`src/rtl/dsp_mac_pkg.sv`:
```
// -----------------------------------------------------------------------------
// dsp_mac_pkg
// Shared types and constants for the DSP48A1 dot-product sequencer.
//   state_t    : sequencer FSM states
//   OPM_*      : OPMODE encodings driven to the slice (no pre-adder)
//   DSP_W/P_W  : slice A/B operand width and P accumulator width
// -----------------------------------------------------------------------------
package dsp_mac_pkg;

    localparam int DSP_W = 18;
    localparam int P_W   = 48;

    // X = M, Z = 0 : first term of a run discards whatever P held before
    localparam logic [7:0] OPM_FIRST = 8'h01;
    // X = M, Z = P : accumulate
    localparam logic [7:0] OPM_ACC   = 8'h09;
    localparam logic [7:0] OPM_IDLE  = 8'h00;

    typedef enum logic [1:0] {
        IDLE  = 2'd0,
        LOAD  = 2'd1,
        DRAIN = 2'd2,
        HOLD  = 2'd3
    } state_t;

endpackage

```
`src/rtl/dsp_mac_vpipe.sv`:
```
// -----------------------------------------------------------------------------
// dsp_mac_vpipe
// PIPE_LAT-deep shift line tracking issued terms as they travel through the
// slice registers. Stage 0 is the issue cycle (the cycle dsp_a/dsp_b carry
// the pair).
//   CLK, RST_N  : clock, asynchronous active-low reset
//   clear       : synchronous flush of every stage
//   push_valid  : a term is issued next cycle
//   push_first  : that term is the first of its run
//   valid/first : per-stage flags, index = cycles since issue
//   empty       : no term in flight
// -----------------------------------------------------------------------------
module dsp_mac_vpipe #(
    parameter int PIPE_LAT = 3
) (
    input  logic                CLK,
    input  logic                RST_N,
    input  logic                clear,
    input  logic                push_valid,
    input  logic                push_first,
    output logic [PIPE_LAT-1:0] valid,
    output logic [PIPE_LAT-1:0] first,
    output logic                empty
);

    always_ff @(posedge CLK or negedge RST_N) begin
        if (!RST_N) begin
            valid <= '0;
            first <= '0;
        end else if (clear) begin
            valid <= '0;
            first <= '0;
        end else begin
            // NOTE: non-blocking so every stage shifts from the pre-edge values.
            valid <= {valid[PIPE_LAT-2:0], push_valid};
            first <= {first[PIPE_LAT-2:0], push_valid & push_first};
        end
    end

    assign empty = ~|valid;

endmodule

```
`src/rtl/dsp_mac_sequencer.sv`:
```
// -----------------------------------------------------------------------------
// dsp_mac_sequencer
// Drives one DSP48A1 slice (A1REG/B1REG/MREG/PREG/OPMODEREG = 1) as a
// dot-product engine: P = sum(a_i * b_i) over cfg_len terms, result returned
// on a valid/ready port.
//   CLK, RST_N          : clock, asynchronous active-low reset
//   start, cfg_len      : begin a run of cfg_len terms (IDLE only)
//   s_valid/s_ready/s_a/s_b : operand pair stream
//   dsp_a/dsp_b/dsp_opmode/dsp_cep : to the slice
//   dsp_p               : from the slice
//   m_valid/m_ready/m_result : result stream
//   busy                : not IDLE
//   abort               : only when DSP_MAC_ABORT_EN is defined; returns to
//                         IDLE next cycle and flushes in-flight terms
// Optional feature macro: DSP_MAC_ABORT_EN
// -----------------------------------------------------------------------------
module dsp_mac_sequencer
    import dsp_mac_pkg::*;
#(
    parameter int LEN_W    = 8,
    parameter int PIPE_LAT = 3
) (
    input  logic             CLK,
    input  logic             RST_N,
`ifdef DSP_MAC_ABORT_EN
    input  logic             abort,
`endif
    input  logic             start,
    input  logic [LEN_W-1:0] cfg_len,
    input  logic             s_valid,
    output logic             s_ready,
    input  logic [DSP_W-1:0] s_a,
    input  logic [DSP_W-1:0] s_b,
    output logic [DSP_W-1:0] dsp_a,
    output logic [DSP_W-1:0] dsp_b,
    output logic [7:0]       dsp_opmode,
    output logic             dsp_cep,
    input  logic [P_W-1:0]   dsp_p,
    output logic             m_valid,
    input  logic             m_ready,
    output logic [P_W-1:0]   m_result,
    output logic             busy
);

    state_t             state, next_state;
    logic [LEN_W-1:0]   remaining;
    logic               first_pending;
    logic               hs;
    logic               abort_i;
    logic [PIPE_LAT-1:0] pipe_valid, pipe_first;
    logic               pipe_empty;

`ifdef DSP_MAC_ABORT_EN
    assign abort_i = abort;
`else
    assign abort_i = 1'b0;
`endif

    assign hs = s_valid & s_ready;

    // State register
    always_ff @(posedge CLK or negedge RST_N) begin
        if (!RST_N) state <= IDLE;
        else        state <= next_state;
    end

    // Next-state logic
    always_comb begin
        // NOTE: default first so no path through the case can infer a latch.
        next_state = state;
        if (abort_i) begin
            next_state = IDLE;
        end else begin
            case (state)
                IDLE:  if (start) next_state = (cfg_len == '0) ? HOLD : LOAD;
                LOAD:  if (hs && remaining == LEN_W'(1)) next_state = DRAIN;
                // P reflects the last term exactly when nothing is left in flight
                DRAIN: if (pipe_empty) next_state = HOLD;
                HOLD:  if (m_ready) next_state = IDLE;
                default: next_state = IDLE;
            endcase
        end
    end

    // Output decode
    always_comb begin
        s_ready = (state == LOAD) && (remaining != '0);
        m_valid = (state == HOLD);
        busy    = (state != IDLE);
    end

    // Run bookkeeping, operand issue registers and result capture
    always_ff @(posedge CLK or negedge RST_N) begin
        if (!RST_N) begin
            remaining     <= '0;
            first_pending <= 1'b0;
            dsp_a         <= '0;
            dsp_b         <= '0;
            m_result      <= '0;
        end else begin
            if (state == IDLE && start && !abort_i) begin
                remaining     <= cfg_len;
                first_pending <= 1'b1;
                if (cfg_len == '0) m_result <= '0;
            end
            if (hs) begin
                dsp_a         <= s_a;
                dsp_b         <= s_b;
                remaining     <= remaining - 1'b1;
                first_pending <= 1'b0;
            end
            if (state == DRAIN && pipe_empty && !abort_i) m_result <= dsp_p;
        end
    end

    dsp_mac_vpipe #(
        .PIPE_LAT (PIPE_LAT)
    ) u_vpipe (
        .CLK        (CLK),
        .RST_N      (RST_N),
        .clear      (abort_i),
        .push_valid (hs),
        .push_first (first_pending),
        .valid      (pipe_valid),
        .first      (pipe_first),
        .empty      (pipe_empty)
    );

    // OPMODE is registered in the slice, so it leads CEP by one stage.
    always_comb begin
        dsp_opmode = OPM_IDLE;
        if (pipe_valid[PIPE_LAT-2])
            dsp_opmode = pipe_first[PIPE_LAT-2] ? OPM_FIRST : OPM_ACC;
    end

    assign dsp_cep = pipe_valid[PIPE_LAT-1];

endmodule
```
`config.mk`:
```
export PLATFORM = sky130hd
export DESIGN_NAME = dsp_mac_sequencer
export DESIGN_NICKNAME = d
export VERILOG_FILES = /design/src/rtl/dsp_mac_pkg.sv /design/src/rtl/dsp_mac_vpipe.sv /design/src/rtl/dsp_mac_sequencer.sv
export SDC_FILE = /design/constraint.sdc
export NUM_CORES = 1
export LEC_CHECK = 0
export CORE_UTILIZATION = 35
export CTS_CLUSTER_SIZE = 16
export DETAILED_ROUTE_END_ITERATION = 16
export PLACE_DENSITY = 0.71
export SETUP_SLACK_MARGIN = 0.5
export SYNTH_ARGS = -nofsm -noshare
export SYNTH_HDL_FRONTEND = slang
export SYNTH_SLANG_ARGS = --single-unit
```
`constraint.sdc`:
```
create_clock -name CLK -period 4.4 [get_ports CLK]
set_input_delay 1.1 -clock CLK [delete_from_list [all_inputs] [get_ports CLK]]
set_output_delay 1.1 -clock CLK [all_outputs]
set_load 0.1 [all_outputs]
```
* Yosys cells after proc, flatten, opt, wreduce, memory -nomap -nowiden
Index checks and enable logic that the tools add are counted. Widths: inputs -> output; s select.
Operators by class: muxes and demuxes 15, eq/ne operators 8, reduce and logical (&&, ||, !) cells 15, bitwise logic cells 2, add/sub/neg operators 1
Operators by type and width (number):
- $mux 48 | 3
- $mux 8 | 2
- $mux 2 | 5
- $eq 8x1->1 const B | 1
- $logic_not 8->1 | 1
- $mux 4 | 2
- $pmux 2 s4 | 1
- $reduce_bool 2->1 | 4
- $reduce_bool 8->1 | 1
- $sub 8x1->8 const B | 1
- $ne 2x2->1 const B | 3
- $eq 2x2->1 const B | 2
- $logic_and 1x1->1 | 4
- $reduce_and 4->1 | 1
- $reduce_or 3->1 | 1
- $and 1x1->1 | 2
- $eq 2x1->1 const B | 1
- $logic_not 2->1 | 1
- $mux 1 | 2
- $ne 2x1->1 const B | 1
- $reduce_and 2->1 | 1
- $logic_not 1->1 | 1
Storage, ports and cells: bits in registers 100, logic and storage cells 49, output and inout bits 96

* Depth between registers and ports, before layout
Gate-level depths: netlist of run 1.
word-level depth 6, depth in mapped cells 9, depth with buffers taken out 7

* Hierarchy
From an unflattened synthesis of run 1, not the netlist that was laid out.
Second synthesis, totals: cells, all modules 368, area, all modules 4101.4 µm²
Modules (own cells, without submodules):
- dsp_mac_sequencer | cells each 355, times used 1, seq. area each 2377.3 µm², area each 3892.5 µm²
- dsp_mac_vpipe | cells each 13, times used 1, seq. area each 150.1 µm², area each 209.0 µm²

* Least setup slack after synthesis of run 1
Ideal clock, no wire load.
path type register to output, start register remaining[0], end output s_ready, path slack 282 ps, stages on the path, launching flop included 5, path buffers 0, data arrival time 3018 ps, path through dfrtp_1 -> inv_1 -> ha_1 -> nor3b_2 -> a21boi_0
On the way: longest elaborated chain between the ends 2
RTL lines:
- start: declaration | line dsp_mac_sequencer.sv:46 | logic [LEN_W-1:0] remaining;
- start signal: assignment | line dsp_mac_sequencer.sv:102 | remaining <= cfg_len;
- start signal: assignment | line dsp_mac_sequencer.sv:109 | remaining <= remaining - 1'b1;
- $reduce_bool 8->1 | line dsp_mac_sequencer.sv:87 | s_ready = (state == LOAD) && (remaining != '0);
- $logic_and 1x1->1 | line dsp_mac_sequencer.sv:87
- end: declaration | line dsp_mac_sequencer.sv:31 | output logic s_ready,
No other way between the ends.

* Final worst setup path of run 1
start register state[0], end output busy
On the way: longest elaborated chain between the ends 1
RTL lines:
- start: declaration | line dsp_mac_sequencer.sv:45 | state_t state, next_state;
- start signal: assignment | line dsp_mac_sequencer.sv:64 | else state <= next_state;
- $reduce_bool 2->1 | line dsp_mac_sequencer.sv:89 | busy = (state != IDLE);
- end: declaration | line dsp_mac_sequencer.sv:42 | output logic busy
No other way between the ends.

==> impl_results.md, run 1 <==
* Status: complete, no violations
* Inst Count DP at 668
* Worst setup EP type: output port
* Synth top area share at 0.624
* WL per Instance at 15.7 um
* Setup Buffers After CTS at 0
* Post-DRT Antenna Nets at 0
* CORE AREA at 0.0110 mm2
* Async set or reset register ratio after synthesis at 1.00
* Hold Path Origin: u_vpipe.first[0]
* Crit path launch type: flip-flop
* Min-Delay Path Class: flip-flop to flip-flop
* CTS buffer count at 9
* RSZ-0062 raised after global routing: false
* Chip height at roughly 110 um
* Endpoints failing setup at 0
* Mean post-synth cell area at between 10 and 15 um2
* Critical Path, Cell by Cell: inv_1 > ha_1 > inv_1 > clkdlybuf4s50_1
* Final Hold Viols at 0
* Layout cell share with drive strength beyond 1 at 0.0551
* Top-Level Pins at roughly 190
* DIE AREA at approximately 0.012 mm2
* Setup WS post-layout at about 1.1 ns
* Layout Nets at roughly 640
* # Max-Cap Violations at 0
* Final Non-Filler Cells at between 600 and 700
* Gpl congestion at 0.812
* Netlist Area Pre-Place at between 0.004 and 0.005 mm2
* TritonCTS clock tree: done
* IO buf count at ~190
* EDFF count, synth at 0
* Final TNS setup at 0 ns
* Post-synth top area cell: dfrtp_1
* Part of the cycle the worst path needs at 0.759
* Hold WS at about 0.35 ns
* Routed vias/inst at about 4.8
* Row cnt at 38
* CTS Hold Buffers Added at 0
* Slew @ Worst Pin at approximately 1.1 ns
* Main flop type after synthesis: dfrtp_1
* Mapped Cells at 360
* WP data required at between 3 and 4 ns
* Max incr delay on CP at about 1.1 ns
* Top-count cell post-synth: nand2_1
* Max Fclk at 0.299 GHz
* Resized cells post-CTS at 0
* Slew Viols, Final at 0
* Clock Sinks at 100
* Die Wd at roughly 110 um
* Top post-synthesis cells by count: nand2_1 (114), dfrtp_1 (100), a22o_1 (48), buf_2 (12), buf_4 (8)
* DRC violations left at 0
* Top cell by count, worst path: inv_1
* Final WL at approximately 11 mm
* Largest cells by area after synthesis: dfrtp_1 (62%), nand2_1 (11%), a22o_1 (10%), ha_1 (2.2%), buf_2 (1.5%)
* Worst slew margin at 0.287
* CP arrival at roughly 2.2 ns
* Vias at about 3300
* Drt first pass iters at 5
* DR iter-0 viols at ~180
* N_diodes at 0
* Antenna violations before repair at 0
* H-Tree Depth at 3
* Synthesis-stage register bit count at 100
* Clk root buf: clkbuf_16
* Fin crit period at ~3.3 ns
* Setup crit start: state[0]
* Hpwl dp at 7.40 mm
* Clk_lat worst skew at 0.34 ns
* Pin count of the biggest net entering global routing at 85
* Clk buf depth at 2
* Sequential element share of the synthesized area at 0.624
* Worst Setup Path Type: flip-flop to output port
* Clk_skew at roughly 0.011 ns
* GR Overflow Total at 0
* Synth unique cells at 40
* First-pass GRT wire length at 16.8 mm
* Yosys warns at 0
* Starting Density at 0.365
* Syn-to-layout area delta at 56.0%
* Slowest cell on the critical path: clkdlybuf4s50_1
* R2R Path Start: remaining[0]
* Global Route Usage Sum at 0.182
* Number of global-route vias before repair at about 3300
* Clock transition at the registers of the reported paths at around 0.07 ns
* Filler cell count at approximately 930
* DP Worst Slack at 1.15 ns
* Critical path fanouts, max at 4
-- cells in the final DEF (no fill, tap or decap), types with 3 or more instances in the layout --
master / synthesis / final
clkbuf_16: 0 / 9
nand3_1: 6 / 6
conb_1: 1 / 6
dfrtp_1: 100 / 100
nor4_1: 3 / 3
o221a_2: 3 / 3
ha_1: 7 / 7
nor2_1: 6 / 6
a21oi_1: 7 / 7
a22o_1: 48 / 48
clkdlybuf4s50_1: 0 / 184
buf_4: 8 / 6
nand2_1: 114 / 114
inv_1: 6 / 6
mux2i_1: 3 / 3
-- worst paths after layout --
| check | to | slack (ns) | cells past startpoint |
|---|---|---|---|
| max in group asynchronous | dsp_b[8] | 2.60 | 2 |
| worst min-delay path | u_vpipe.first[1] | 0.35 | 0 |
| worst max register to register | remaining[6] | 1.78 | 7 |
| worst min register to register | u_vpipe.first[1] | 0.35 | 0 |
| min in group asynchronous | m_result[31] | 0.96 | 1 |
| worst max-delay path | busy | 1.06 | 4 |
-- layer usage --
layer	wire length (um)	vias up	track usage
met5	0	-	0
met4	96	0	0.0579
met3	1080	9	0.0556
met2	4740	159	0.283
met1	4800	1552	0.241
li1	-	1589	-
-- cell families after synthesis --
kind of cell / count (synthesis) / synth area share
AOI/OAI and AO/OA: 70 / 0.144
muxes: 3 / 0.00749
and+or+nand+nor: 143 / 0.153
DFF: 100 / 0.624
xor gates and xnor gates: 2 / 0.00437
adders and majority gates: 7 / 0.0218
buffers and inverters: 34 / 0.0437
other: 1 / 0.000935
-- metrics by stage --
stage               utilization  instance area, um2
finish                    0.569                6250
global route              0.569                6250
CTS                       0.569                6250
detailed placement        0.543                5970
global placement          0.543                5970
floorplan                     -                4030
-- state kept, by name (all words and copies together) (netlist names) --
name,flops
dsp_a,18
dsp_b,18
first_pending,1
m_result,48
remaining,8
state,2
u_vpipe.first,2
u_vpipe.valid,3
-- layout make-up --
class | count | area, um2 | share of cell area
sequential | 100 | 2500 | 0.400
tap | 140 | 175 | 0.0280
clock inverter | 6 | 47.5 | 0.00760
clock buffer | 10 | 239 | 0.0382
multi-input combinational | 231 | 1370 | 0.220
inverter | 7 | 28.8 | 0.00460
timing repair buffer | 190 | 1890 | 0.302
-- worst max-delay path: cells and delay by family (launching register included) --
kind                       cells  cell delay (ns)
DFF                            1             0.38
adders and majority gates      1             0.23
buffers and inverters          3             1.30
Power of run 1 is left out: the tool's default activity adds up to more than one toggle a clock period on the data nets, which glitch-free logic cannot reach.
==> run 2, diff against run 1 <==
Settings changed: PLACE_DENSITY 0.71 to 0.73.
Clock period 4.4 ns to 2.7 ns, I/O delays scaled along.
==> run 2 against run 1 <==
  * Register-to-register slack worse by 1.0 ns
  * Final cell count is 1.2% higher
  * First-iteration DRC count is 78% higher
  * Sequential cell count stayed put
  * Critical path type unchanged
  * Critical endpoint is now s_ready
==> impl_results.md, run 2 (same netlist as run 1, synthesis figures left out) <==
* Status: complete, no violations
* DIE AREA at 0.0119 mm2 (unchanged)
* CTS Hold Buffers Added at 0 (unchanged)
* Pin count of the biggest net entering global routing at 49 (-42%)
* Layout Utilization at 0.566 (-0.00353)
* CP arrival at 1.47 ns (-0.77 ns)
* Top-Level Pins at 193 (unchanged)
* Syn-to-layout area delta at 55.0%
* Reg2reg path depth at 8 (+1)
* Final TNS setup at 0 ns (unchanged)
* Worst Setup Path Type: flip-flop to output port
* DRC violations left at 0 (unchanged)
* Slew Viols, Final at 0 (unchanged)
* TritonCTS clock tree: done
* GR Overflow Total at 0 (unchanged)
* Final WL at 10.6 mm (-1.0%)
* Biggest regs: m_result: 48 flops, dsp_a: 18 flops, dsp_b: 18 flops
* First-pass GRT wire length at 16.4 mm (-2.3%)
* Slowest cell on the critical path: dfrtp_1
* Fin crit period at between 2 and 2.5 ns
* RSZ-0062 raised after global routing: false
* Max Fclk at ~0.47 GHz
* Critical path fanouts, max at 4 (unchanged)
* Die Wd at 109 um (unchanged)
* Min-Delay Path Class: input port to asynchronous set/reset pin
* Row cnt at 38 (unchanged)
* Clk buf depth at 2 (unchanged)
* WP data required at 2.03 ns (-1.27 ns)
* Drt first pass iters at 4 (-1)
* Clock transition at the registers of the reported paths at 0.07 ns (about the same)
* Antenna violations before repair at 0 (unchanged)
* Crit path launch type: flip-flop
* # Max-Cap Violations at 0 (unchanged)
* Delay-heaviest family, CP: flip-flops
* Clk_skew at 0.00648 ns (-0.00436 ns)
* Final Hold Viols at 0 (unchanged)
* CTS buffer count at 9 (unchanged)
* Setup WS post-layout at 0.552 ns (-0.507 ns)
* Vias at 3395 (+2.6%)
* Commonest non-fill, non-tap cell in the layout: nand2_1
* N_diodes at 0 (unchanged)
* H-Tree Depth at 3 (unchanged)
* Routed vias/inst at 4.91 (+1.4%)
* Chip height at 109 um (unchanged)
* Layout Nets at 652 (+1.4%)
* Critical Path, Cell by Cell: inv_2 > ha_4 > nor3b_4 > a21boi_4 > buf_12
* DR iter-0 viols at 314 (+78%)
* Worst slew margin at 0.583 (+0.296)
* Slew @ Worst Pin at 0.625 ns (-0.444 ns)
* Clock Sinks at 100 (unchanged)
* Biggest register: m_result
* Commonest cells after routing, fill and taps aside: nand2_1 (114), dfrtp_1 (100), buf_4 (99)
* Part of the cycle the worst path needs at 0.795
* Max incr delay on CP at 0.40 ns (-0.73 ns)
* Number of flip-flops in the largest register at 48 (unchanged)
* Layout cell share with drive strength beyond 1 at 0.241 (+0.186)
* Number of global-route vias before repair at 3317 (-0.030%)
* Worst setup EP type: output port
* Clk_lat worst skew at 0.33 ns (about the same)
* Clk root buf: clkbuf_16
* Global Route Usage Sum at 0.181 (-0.00110)
* Gpl congestion at 0.937 (+15%)
* CORE AREA at 0.0110 mm2 (unchanged)
* Starting Density at 0.365 (unchanged)
* WL per Instance at 15.3 um (-2.2%)
* IO buf count at 186 (unchanged)
* Hpwl dp at 7.32 mm (-1.1%)
* Endpoints failing setup at 0 (unchanged)
* Crit path depth at 5 (+1)
* WP buf/inv at 2 (-1)
* DP Worst Slack at 0.399 ns (-0.746 ns)
* Post-DRT Antenna Nets at 0 (unchanged)
==> run 2: changes by cell type in the layout (fill, tap and decap cells not counted), moves of 2 or more <==
| cell | previous run | this run |
|---|---|---|
| inv_2 | 0 | 3 |
| inv_1 | 6 | 3 |
| clkinv_4 | 2 | 0 |
| clkdlybuf4s50_1 | 184 | 95 |
| buf_12 | 0 | 4 |
| ha_4 | 0 | 2 |
| buf_4 | 6 | 99 |
| ha_1 | 7 | 5 |
==> run 2: final cells by class <==
class | instances | area [um2]
timing repair buffer | 199 | 1790
inverter | 7 | 28.8
clock buffer | 11 | 243
tap | 140 | 175
fill | 942 | 4770
multi-input combinational | 231 | 1430
sequential | 100 | 2500
clock inverter | 4 | 48.8
==> run 2: timing repair <==
action	in CTS	in global routing
buffers inserted	3	1
setup endpoints to repair	1	2
hold endpoints to repair	0	0
pin swaps	1	0
gates resized for setup	7	4
==> run 2: metrics by stage <==
step | hold slack, ns | instance area [um2] | std cells
after floorplan | 0.331 | 4040 | 365
after global placement | 0.333 | 5850 | 673
after detailed placement | 0.336 | 5850 | 673
after CTS | 0.351 | 6200 | 691
after global routing | 0.371 | 6210 | 692
final | 0.350 | 6210 | 692
==> run 2: worst paths after layout <==
| check | start | to | slack (ns) |
|---|---|---|---|
| max | remaining[1] | s_ready | 0.55 |
| min | RST_N | m_result[19] | 0.35 |
| max reg2reg | remaining[1] | dsp_b[5] | 0.76 |
| min reg2reg | u_vpipe.first[0] | u_vpipe.first[1] | 0.35 |
| max in group asynchronous | RST_N | m_result[45] | 1.69 |
| min in group CLK | u_vpipe.first[0] | u_vpipe.first[1] | 0.35 |
==> run 2: layer usage <==
metal / wire [um] / GRT usage / share of wire
met5: 0 / 0 / 0
met2: 5080 / 0.290 / 0.48
met1: 4390 / 0.224 / 0.41
met4: 137 / 0.0589 / 0.013
met3: 986 / 0.0663 / 0.093
Power of run 2 is left out for the same reason.
==> run 3, diff against run 2 <==
Settings changed: PLACE_DENSITY 0.73 to 0.71.
Clock period 2.7 ns to 2.2 ns, I/O delays scaled along.
==> run 3 against run 2 <==
  * Wire length up 18%
  * Non-clock buffer count up 34
  * Core utilization up 4.8 points
  * Die area unchanged
  * Count of clock-buffer cells in the layout up 2
  * Final area up 8.6%
  * Sequential cell count unchanged
  * First-iteration DRC count down 29%
  * Via count up 6.2%
  * Worst hold slack worse by 0.096 ns
==> impl_results.md, run 3 (same netlist as run 1, synthesis figures left out) <==
* Row cnt at 38 (unchanged)
* DIE AREA at 0.0119 mm2 (unchanged)
* Routed vias/inst at 4.96 (+1.1%)
* Clk_lat worst skew at 0.34 ns (about the same)
* Layout Nets at 686 (+5.2%)
* # Max-Cap Violations at 0 (unchanged)
* Slew Viols, Final at 0 (unchanged)
* RSZ-0062 raised after global routing: true
* WP data required at 1.65 ns (-0.38 ns)
* GR Overflow Total at 0 (unchanged)
* Crit path launch type: flip-flop
* Starting Density at 0.365 (unchanged)
* Pin count of the biggest net entering global routing at 101 (+110%)
* Worst Setup Path Type: flip-flop to output port
* CTS buffer count at 9 (unchanged)
* Clock transition at the registers of the reported paths at 0.06 ns (about the same)
* Number of global-route vias before repair at 3445 (+3.9%)
* Clk buf depth at 2 (unchanged)
* Part of the cycle the worst path needs at 0.958
* Biggest register: m_result
* Die Wd at 109 um (unchanged)
* DR iter-0 viols at 224 (-29%)
* Final Hold Viols at 0 (unchanged)
* Commonest non-fill, non-tap cell in the layout: nand2_1
* Critical path fanouts, max at 2 (-2)
* Setup crit start: remaining[0]
* R2R Path Start: state[0]
* Clk root buf: clkbuf_16
* Chip height at 109 um (unchanged)
* IO buf count at 186 (unchanged)
* Status: complete, no violations
* Antenna violations before repair at 0 (unchanged)
* Gpl congestion at 0.844 (-10%)
* Global Route Usage Sum at 0.197 (+0.0164)
* Final TNS setup at 0 ns (unchanged)
* Biggest regs: m_result: 48 flops, dsp_a: 18 flops, dsp_b: 18 flops
* Clk_skew at 0.00694 ns (+0.000463 ns)
* Final WL at 12.5 mm (+18%)
* WL per Instance at 17.2 um (+12%)
* Vias at 3606 (+6.2%)
* Worst setup EP type: output port
* N_diodes at 0 (unchanged)
* Reg2reg path depth at 9 (+1)
* TritonCTS clock tree: done
* Setup WS post-layout at 0.0934 ns (-0.459 ns)
* Min-Delay Path Class: input port to asynchronous set/reset pin
* Reg2reg setup slack at 0.32 ns (-0.44 ns)
* Endpoints failing setup at 0 (unchanged)
* Top-Level Pins at 193 (unchanged)
* First-pass GRT wire length at 17.7 mm (+7.6%)
* Worst slew margin at 0.548 (-0.0353)
* Slew @ Worst Pin at 0.672 ns (+0.0468 ns)
* Hpwl dp at 7.63 mm (+4.3%)
* Number of flip-flops in the largest register at 48 (unchanged)
* Layout Utilization at 0.614 (+0.0484)
* Layout cell share with drive strength beyond 1 at 0.305 (+0.0640)
* DRC violations left at 0 (unchanged)
* RR Endpoint: m_result[0]
* Drt first pass iters at 5 (+1)
* Syn-to-layout area delta at 68.3%
* Clock Sinks at 100 (unchanged)
* Commonest cells after routing, fill and taps aside: nand2_1 (114), buf_4 (109), dfrtp_1 (97)
* Fin crit period at 2.11 ns
* CORE AREA at 0.0110 mm2 (unchanged)
* H-Tree Depth at 3 (unchanged)
* DP Worst Slack at 0.0212 ns (-0.378 ns)
* Max Fclk at between 0.4 and 0.5 GHz
* Post-DRT Antenna Nets at 0 (unchanged)
* CP arrival at 1.56 ns (+0.09 ns)
[run 3: timing repair]
action                     in CTS  in global routing
resized for setup              26                 17
cloned                          3                  6
pin swaps                       6                 11
setup endpoints to repair      95                 96
hold buffers                    0                  0
setup buffers                  19                  5
[run 3: how the worst max path moves through the flow]
stage,end,slack [ns]
global route,s_ready,0.03
finish,s_ready,0.09
global placement,m_result[22],0.06
floorplan,s_ready,0.27
CTS,s_ready,0.08
detailed placement,m_result[12],0.02
[run 3: worst max-delay path, stage by stage, from the launching register on]
cell      delay [ns]
dfrtp_1         0.38
inv_2           0.05
ha_4            0.15
nor3b_4         0.15
buf_6           0.13
a21boi_4        0.17
buf_12          0.19
[run 3: layer usage]
| layer | track usage | part of all wire | up-vias |
|---|---|---|---|
| li1 | - | - | 1673 |
| met1 | 0.236 | 0.39 | 1747 |
| met2 | 0.324 | 0.49 | 178 |
| met3 | 0.0861 | 0.11 | 8 |
| met4 | 0.0454 | 0.0074 | 0 |
| met5 | 0 | 0 | - |
[run 3: cell type report]
type / instances / area, um2
Fill cell: 888 / 4240
Sequential cell: 100 / 2510
Timing Repair Buffer: 233 / 2270
Multi-Input combinational cell: 231 / 1480
Clock buffer: 13 / 250
Tap cell: 140 / 175
Inverter: 7 / 40.0
Clock inverter: 3 / 21.3
[run 3: per-stage QoR]
| stage | hold slack [ns] | area, um2 | instances |
|---|---|---|---|
| floorplan | 0.254 | 4120 | 365 |
| global placement | 0.340 | 6020 | 678 |
| detailed placement | 0.340 | 6020 | 678 |
| CTS | 0.280 | 6560 | 716 |
| global route | 0.275 | 6750 | 727 |
| finish | 0.254 | 6750 | 727 |
Power of run 3 is left out for the same reason.
